## src/rtl/fetch_controller.sv

```systemverilog
// Instruction fetch controller: single-entry fetch slot fed from a combinational instruction
// memory, with redirect, halt/resume and an absorbing fault state for illegal addresses.
module fetch_controller #(
    parameter logic [31:0] INIT_PC   = 32'h0000_3000,
    parameter int unsigned MEM_WORDS = 1024
) (
    input  logic        clk,
    input  logic        rst_n,
    output logic [31:0] imem_addr,
    input  logic [31:0] imem_instr,
    output logic        if_valid,
    input  logic        if_ready,
    output logic [31:0] if_pc,
    output logic [31:0] if_instr,
    input  logic        redirect_valid,
    input  logic [31:0] redirect_pc,
    input  logic        halt_req,
    input  logic        resume,
    output logic        fault,
    output logic [31:0] fault_pc,
    output logic [31:0] fetch_count
);

    localparam logic [31:0] LAST_PC = INIT_PC + 32'(4 * MEM_WORDS) - 32'd4;

    typedef enum logic [1:0] {
        StRun   = 2'd0,
        StHalt  = 2'd1,
        StFault = 2'd2
    } state_e;

    state_e      state_q, state_d;
    logic [31:0] pc_q, pc_d;
    logic        valid_q, valid_d;
    logic [31:0] if_pc_q, if_pc_d;
    logic [31:0] if_instr_q, if_instr_d;
    logic [31:0] fault_pc_q, fault_pc_d;
    logic [31:0] count_q, count_d;

    logic slot_free;
    logic xfer;
    logic pc_legal;
    logic redir_legal;
    logic do_fetch;

    function automatic logic addr_legal(input logic [31:0] addr);
        return (addr[1:0] == 2'b00) && (addr >= INIT_PC) && (addr <= LAST_PC);
    endfunction

    assign slot_free   = !valid_q || if_ready;
    assign xfer        = valid_q && if_ready;
    assign pc_legal    = addr_legal(pc_q);
    assign redir_legal = addr_legal(redirect_pc);

    always_comb begin
        state_d    = state_q;
        pc_d       = pc_q;
        valid_d    = valid_q;
        if_pc_d    = if_pc_q;
        if_instr_d = if_instr_q;
        fault_pc_d = fault_pc_q;
        count_d    = count_q;
        do_fetch   = 1'b0;

        if (state_q != StFault && redirect_valid) begin
            // Redirect always flushes the slot, even one being accepted this cycle.
            valid_d = 1'b0;
            if (redir_legal) begin
                pc_d = redirect_pc;
                if (state_q == StRun && halt_req) begin
                    state_d = StHalt;
                end
            end else begin
                state_d    = StFault;
                fault_pc_d = redirect_pc;
            end
        end else begin
            case (state_q)
                StRun: begin
                    if (halt_req) begin
                        state_d = StHalt;
                        if (xfer) begin
                            valid_d = 1'b0;
                        end
                    end else if (slot_free) begin
                        if (pc_legal) begin
                            do_fetch = 1'b1;
                        end else begin
                            state_d    = StFault;
                            fault_pc_d = pc_q;
                            valid_d    = 1'b0;
                        end
                    end
                end
                StHalt: begin
                    if (xfer) begin
                        valid_d = 1'b0;
                    end
                    if (resume && !halt_req) begin
                        state_d = StRun;
                    end
                end
                default: begin
                end
            endcase
        end

        if (do_fetch) begin
            if_pc_d    = pc_q;
            if_instr_d = imem_instr;
            valid_d    = 1'b1;
            pc_d       = pc_q + 32'd4;
            count_d    = count_q + 32'd1;
        end
    end

    always_ff @(posedge clk) begin
        if (!rst_n) begin
            state_q    <= StRun;
            pc_q       <= INIT_PC;
            valid_q    <= 1'b0;
            if_pc_q    <= 32'd0;
            if_instr_q <= 32'd0;
            fault_pc_q <= 32'd0;
            count_q    <= 32'd0;
        end else begin
            state_q    <= state_d;
            pc_q       <= pc_d;
            valid_q    <= valid_d;
            if_pc_q    <= if_pc_d;
            if_instr_q <= if_instr_d;
            fault_pc_q <= fault_pc_d;
            count_q    <= count_d;
        end
    end

    assign imem_addr   = pc_q;
    assign if_valid    = valid_q;
    assign if_pc       = if_pc_q;
    assign if_instr    = if_instr_q;
    assign fault       = (state_q == StFault);
    assign fault_pc    = fault_pc_q;
    assign fetch_count = count_q;

endmodule

```

## config.mk

```make
export PLATFORM = sky130hd
export DESIGN_NAME = fetch_controller
export DESIGN_NICKNAME = d
export VERILOG_FILES = /design/src/rtl/fetch_controller.sv
export SDC_FILE = /design/constraint.sdc
export NUM_CORES = 1
export LEC_CHECK = 0
export CORE_MARGIN = 5
export CORE_UTILIZATION = 35
export CTS_BUF_LIST = sky130_fd_sc_hd__clkbuf_8 sky130_fd_sc_hd__clkbuf_16
export CTS_CLUSTER_DIAMETER = 50
export CTS_CLUSTER_SIZE = 40
export DETAILED_ROUTE_END_ITERATION = 7
export PLACE_DENSITY_LB_ADDON = 0.15
export RECOVER_POWER = 100
export REMOVE_ABC_BUFFERS = 1
export SYNTH_ARGS = -nofsm -noshare
export SYNTH_HDL_FRONTEND = slang
export SYNTH_SLANG_ARGS = --single-unit
```

## constraint.sdc

```tcl
create_clock -name clk -period 2 [get_ports clk]
set_input_delay 0.2 -clock clk [delete_from_list [all_inputs] [get_ports clk]]
set_output_delay 0.2 -clock clk [all_outputs]
set_load 0.005 [all_outputs]
```

==> results of run 1 <==
-- cell type report --
type	count	share of cell area
multi-input combinational	555	0.311
sequential	163	0.297
tap	260	0.0295
timing repair buffer	359	0.302
clock buffer	18	0.0399
clock inverter	14	0.0152
inverter	18	0.00636
-- placed cells by master, fill, tap and decap left out, types with 4 or more instances in the layout --
master and n:
o21ai_0 23, clkbuf_16 17, nand4_1 13, o31ai_1 5, or3_1 12, xnor2_1 5
or4_1 8, nand3_1 48, nor4_1 4, and2_1 13, nand2_1 136, inv_6 6
nor3_1 42, a31oi_1 4, dfxtp_2 5, and4_1 7, buf_4 108, nor4_4 4
a21oi_2 4, clkdlybuf4s50_1 97, a311oi_2 17, and3_1 34, a21oi_1 75, dlygate4sd3_1 133
clkbuf_1 10, a311oi_1 12, dfxtp_1 158, nor2_1 20, inv_1 17, nor4_2 5
buf_12 5
-- per-layer routing --
| layer | up-vias | GRT usage | part of all wire |
|---|---|---|---|
| met2 | 232 | 0.327 | 0.46 |
| met1 | 3383 | 0.267 | 0.43 |
| met4 | 0 | 0.0591 | 0.013 |
| met3 | 28 | 0.0911 | 0.098 |
| met5 | - | 0 | 0 |
| li1 | 3526 | - | - |
-- flip-flops by register name, indices dropped and copies added (netlist names) --
| signal | cells |
|---|---|
| fault_pc | 32 |
| fetch_count | 32 |
| if_instr | 32 |
| if_pc | 32 |
| imem_addr | 32 |
| state_q | 2 |
| if_valid | 1 |
-- critical path: stages (launching register included) --
cell and delay (ns):
dfxtp_2 0.35, nor4b_4 0.40, nand4_4 0.17, or3_4 0.38
or4_1 0.47, a31oi_1 0.15
-- path summary, 6_finish.rpt --
| check | start | end | slack [ns] | depth (start not counted) |
|---|---|---|---|---|
| setup reg to reg | imem_addr[16] | imem_addr[10] | 0.01 | 5 |
| setup / recovery | imem_addr[16] | imem_addr[10] | 0.01 | 5 |
| hold / removal | imem_instr[7] | if_instr[7] | 0.31 | 3 |
| hold reg to reg | if_instr[1] | if_instr[1] | 0.44 | 2 |
-- cell usage after synthesis, drive strengths merged (2+ instances only) --
library cell / count / area, µm²
a22oi: 2 / 15.0
and3: 34 / 213
a311oi: 29 / 254
nor2: 20 / 75.1
o211ai: 3 / 22.5
a21oi: 79 / 395
nor4b: 3 / 56.3
xnor2: 5 / 43.8
nand3: 50 / 250
ha: 3 / 37.5
o31ai: 5 / 37.5
nand2b: 3 / 18.8
buf: 7 / 37.5
or2: 2 / 12.5
nor3: 44 / 220
and2: 14 / 87.6
or3: 15 / 93.8
or4: 8 / 60.1
nor3b: 2 / 15.0
and4: 12 / 105
dfxtp: 163 / 3260
a32oi: 2 / 17.5
nand4b: 2 / 17.5
a211oi: 3 / 22.5
o21ai: 24 / 120
inv: 18 / 67.6
o22ai: 2 / 12.5
nand4bb: 2 / 22.5
a31oi: 5 / 31.3
nor4: 13 / 139
nand2: 139 / 522
nand4: 14 / 103
clkbuf: 54 / 203
o41ai: 2 / 17.5
-- through the flow --
step / instances / hold slack (ns) / setup slack (ns) / util / TNS (ns)
2_1_floorplan: 735 / 0.276 / -2.46 / - / -216.61
3_3_place_gp: 1348 / 0.436 / -0.358 / 0.539 / -34.55
3_5_place_dp: 1348 / 0.443 / -0.378 / 0.539 / -36.68
4_1_cts: 1380 / 0.294 / -0.0191 / 0.573 / -0.0825
5_1_grt: 1387 / 0.301 / -0.0722 / 0.585 / -2.36
6_report: 1387 / 0.310 / 0.00966 / 0.585 / 0
-- report_power, final --
part	leakage [µW]	internal, µW	switching [µW]
sequential	0.00133	3350	54.8
combinational	0.00281	515	494
clock	0.000298	1920	1500
-- timing repair --
item	in CTS	in global routing
cloned	0	1
setup buffers	1	6
hold buffers	0	0
endpoints found under the setup margin	126	128
gates resized for setup	11	54
pin swaps	8	19
-- kinds of logic (layout without fill, tap and decap cells) --
kind of cell               after synthesis  in the layout
and+or+nand+nor                        379            380
DFF                                    163            163
xor gates and xnor gates                 5              5
AOI/OAI and AO/OA                      166            166
buffers and inverters                   79            409
adders and majority gates                3              3
muxes                                    1              1
==> run summary, run 1 <==
outcome: complete, no violations
RSZ-0062 raised after global routing: yes
final wirelength: 23900 µm
Final Slew Violations: 0
Synth Area in Compound Gates: 0.154
crit path DAT: 2.35 ns
TritonCTS Sinks: 163
gr usage total: 0.210
initial antenna violation count: 0
CTS Root Cell: clkbuf_16
routability cong.: 0.877
Max clock buf depth: 2
CP endpoint kind: flip-flop
Hold Crit Class: in2reg
Antenna Nets Post-Route: 0
wire per inst: 17.2 µm
DRT iter0 DRCs: 311
sequential-to-total area share from yosys stat: 0.485
Unique masters post-synth: 54
share of post-route cells with drive strength above 1: 0.191
Die Wd: 149 µm
overall power: 7840 µW
Reg area: 3270 µm²
Max Clk Rate: 502 MHz
footprint of the multi-input gates: 3420 µm²
fillers: 1713
Area Growth Syn to Fin: 63.7%
Clock transition at path regs: 0.07 ns
number of enable flip-flop cells after synthesis: 0
largest net degree at the start of global routing: 50
largest family of logic cells by synthesized area: simple AND/OR/NAND/NOR gates
gr ovfl total: 0
cell count after synthesis: 796
Antenna Cells: 0
global-route wire length before repair: 37100 µm
Critical Path Start Type: flip-flop
xor/xnor cell area share of the yosys netlist: 0.00650
FF+latch count, synth: 163
nets@finish: 1187
Synth Flop Type: dfxtp_1
Fin Clk Skew: 0.0112 ns
clk_lat worst skew: 0.43 ns
Port Buffer Count: 231
Core ar.: 18800 µm²
Worst Max-Slew Pin Slew: 0.537 ns
mux cell area share after synthesis: 0.00149
cts bufs inserted: 17
Initial Util: 0.358
crit path time final: 1.99 ns
Die H: 149 µm
fin crit share: 0.995
Static Leak: 0.00443 µW
DP HPWL: 17000 µm
Rows: 50
post-route DRC violation count: 0
peak supply drop: 0.621 mV
Vias/cell: 5.17
Slew HR: 0.642
I/O Pins: 232
power density cells: 712 nW/µm²
Synth Warn #: 0
ys async rst share: 0
# setup viols final: 0
Final Hold Vio Count: 0
First-pass DRT Iterations: 6
CTS tree: built
Setup CP Type: reg2reg
die area: 22100 µm²
vias: 7169
WP data required: 2.36 ns
syn_area_per_cell: 8.46 µm²
Crit Path Max Fanout: 4
cell area after synthesis: 6730 µm²
vias in the first global route: 6896
Adder-Cell Fraction of Synth Area: 0.00558
Post-Synth Simple-Gate Area: 0.302
H-tree depth: 4
placed instance area: 10100 µm²
post-layout instance area: 11000 µm²
maxcap violations: 0
No activity file was read; power rests on OpenSTA's default activity.
==> run 2, diff against run 1 <==
- SETUP_SLACK_MARGIN: unset -> 0.4
==> run 2 against run 1 <==
  * The flow now finishes with violations (negative setup slack)
  * Highest routed layer unchanged
  * Worst setup slack worse by 0.035 ns
  * Maximum frequency shrank 1.7%
  * Clock-buffer cell count unchanged
  * Critical path type is now in2reg
  * First-iteration DRC count grew 31%
  * Via count rose by 3.3%
  * Cell area grew 10%
  * Routed wire length increased by 7.8%
  * Flip-flop and latch count is the same
  * Register-to-register slack got worse by 0.02 ns
  * Largest power group unchanged
==> run summary, run 2 (synthesis results as in run 1) <==
outcome: finished with violations
failing checks: negative setup slack
WP data required: 2.37 ns
commonest non-fill, non-tap cell in the layout: clkdlybuf4s50_1
delay of the slowest critical-path stage: 0.40 ns
Static Leak: 0.00467 µW
final wirelength: 25800 µm
Util after Layout: 0.644
routability cong.: 0.877
Hold Crit Class: in2reg
DP HPWL: 17000 µm
wire per inst: 18.3 µm
nets@finish: 1209
First-pass DRT Iterations: 5
fin crit share: 1.01
Antenna Cells: 0
Worst path slowest cell: clkdlybuf4s50_1
TritonCTS Sinks: 163
DRT iter0 DRCs: 408
Final TNS setup: -0.0734 ns
Initial Util: 0.358
I/O Pins: 232
Die Wd: 149 µm
H-tree depth: 4
crit-path most repeated cell: buf_4
Rows: 50
post-route DRC violation count: 0
Reg area: 3320 µm²
peak supply drop: 0.658 mV
CTS tree: built
Core ar.: 18800 µm²
Die H: 149 µm
share of post-route cells with drive strength above 1: 0.353
cts bufs inserted: 17
Final Slew Violations: 0
footprint of the multi-input gates: 4050 µm²
fillers: 1600
Port Buffer Count: 231
maxcap violations: 0
vias in the first global route: 6978
most frequent cells in the layout: clkdlybuf4s50_1, dfxtp_1, buf_4
Area Growth Syn to Fin: 80.1%
Critical Path Start Type: input pin
gr usage total: 0.213
Max Clk Rate: 494 MHz
Clock transition at path regs: 0.07 ns
RSZ-0062 raised after global routing: yes
CTS Root Cell: clkbuf_16
CP top delay family: simple AND/OR/NAND/NOR gates
CP Buf/Inv Count: 4
clk_lat worst skew: 0.44 ns
Max clock buf depth: 2
Slew HR: 0.508
Final Hold Vio Count: 0
crit-path cells: clkdlybuf4s50_1, buf_4, nor4_4, buf_4, and4_1, nand4_1, buf_4, or3_1, a21oi_2
crit path DAT: 2.39 ns
# setup viols final: 4
Worst Max-Slew Pin Slew: 0.739 ns
Fin Clk Skew: 0.0125 ns
Setup CP Type: in2reg
CP endpoint kind: flip-flop
die area: 22100 µm²
vias: 7403
initial antenna violation count: 0
crit path time final: 2.03 ns
final setup margin: -0.0256 ns
Vias/cell: 5.25
power density cells: 668 nW/µm²
largest net degree at the start of global routing: 50
hold_buf cts: 0
Antenna Nets Post-Route: 0
global-route wire length before repair: 37800 µm
gr ovfl total: 0
Crit Path Max Fanout: 4
-- run 2: final cells by class --
cell class,count,share of cell area
sequential,163,0.274
timing repair buffer,382,0.310
clock inverter,14,0.0138
tap,260,0.0268
multi-input combinational,554,0.334
inverter,18,0.00578
clock buffer,18,0.0362
-- run 2: worst paths after layout --
kind	cells past startpoint	from	end	slack, ns
hold reg to reg	2	if_instr[1]	if_instr[1]	0.45
setup / recovery	9	redirect_valid	fetch_count[14]	-0.03
setup reg to reg	7	state_q[1]	fetch_count[14]	-0.01
hold / removal	3	redirect_pc[28]	fault_pc[28]	0.18
-- run 2: per-stage QoR --
step	area, µm²	total power (µW)	setup WS (ns)	hold slack (ns)	std cells
final	12100	8100	-0.0256	0.177	1409
after global routing	12100	8410	-0.0958	0.182	1409
after CTS	11000	7940	-0.0462	0.211	1388
after detailed placement	10100	4470	-0.378	0.443	1348
after global placement	10100	4470	-0.358	0.436	1348
after floorplan	6490	3820	-2.46	0.276	735
-- run 2: what timing repair did --
| item | CTS | global route |
|---|---|---|
| setup endpoints to repair | 208 | 180 |
| setup buffers | 8 | 13 |
| pin swaps | 21 | 101 |
| endpoints found under the hold margin | 0 | 0 |
| gates resized for setup | 139 | 206 |
| cloned | 0 | 8 |
-- run 2: report_power, final --
group          switching, µW  internal (µW)  total, µW
clock                   1520           1920       3440
sequential              64.4           3350       3410
combinational            598            641       1240
-- run 2: metal layers --
metal	routed length (µm)	global-route usage
met1	10800	0.269
met2	12100	0.336
met3	2400	0.0902
met4	422	0.0573
met5	0	0
-- run 2: worst register-to-register path: stages, from the launching register on --
cell and delay (ns):
dfxtp_2 0.35, nor4_4 0.29, buf_4 0.17, and4_1 0.31
nand4_1 0.21, buf_4 0.20, or3_1 0.31, a21oi_2 0.12
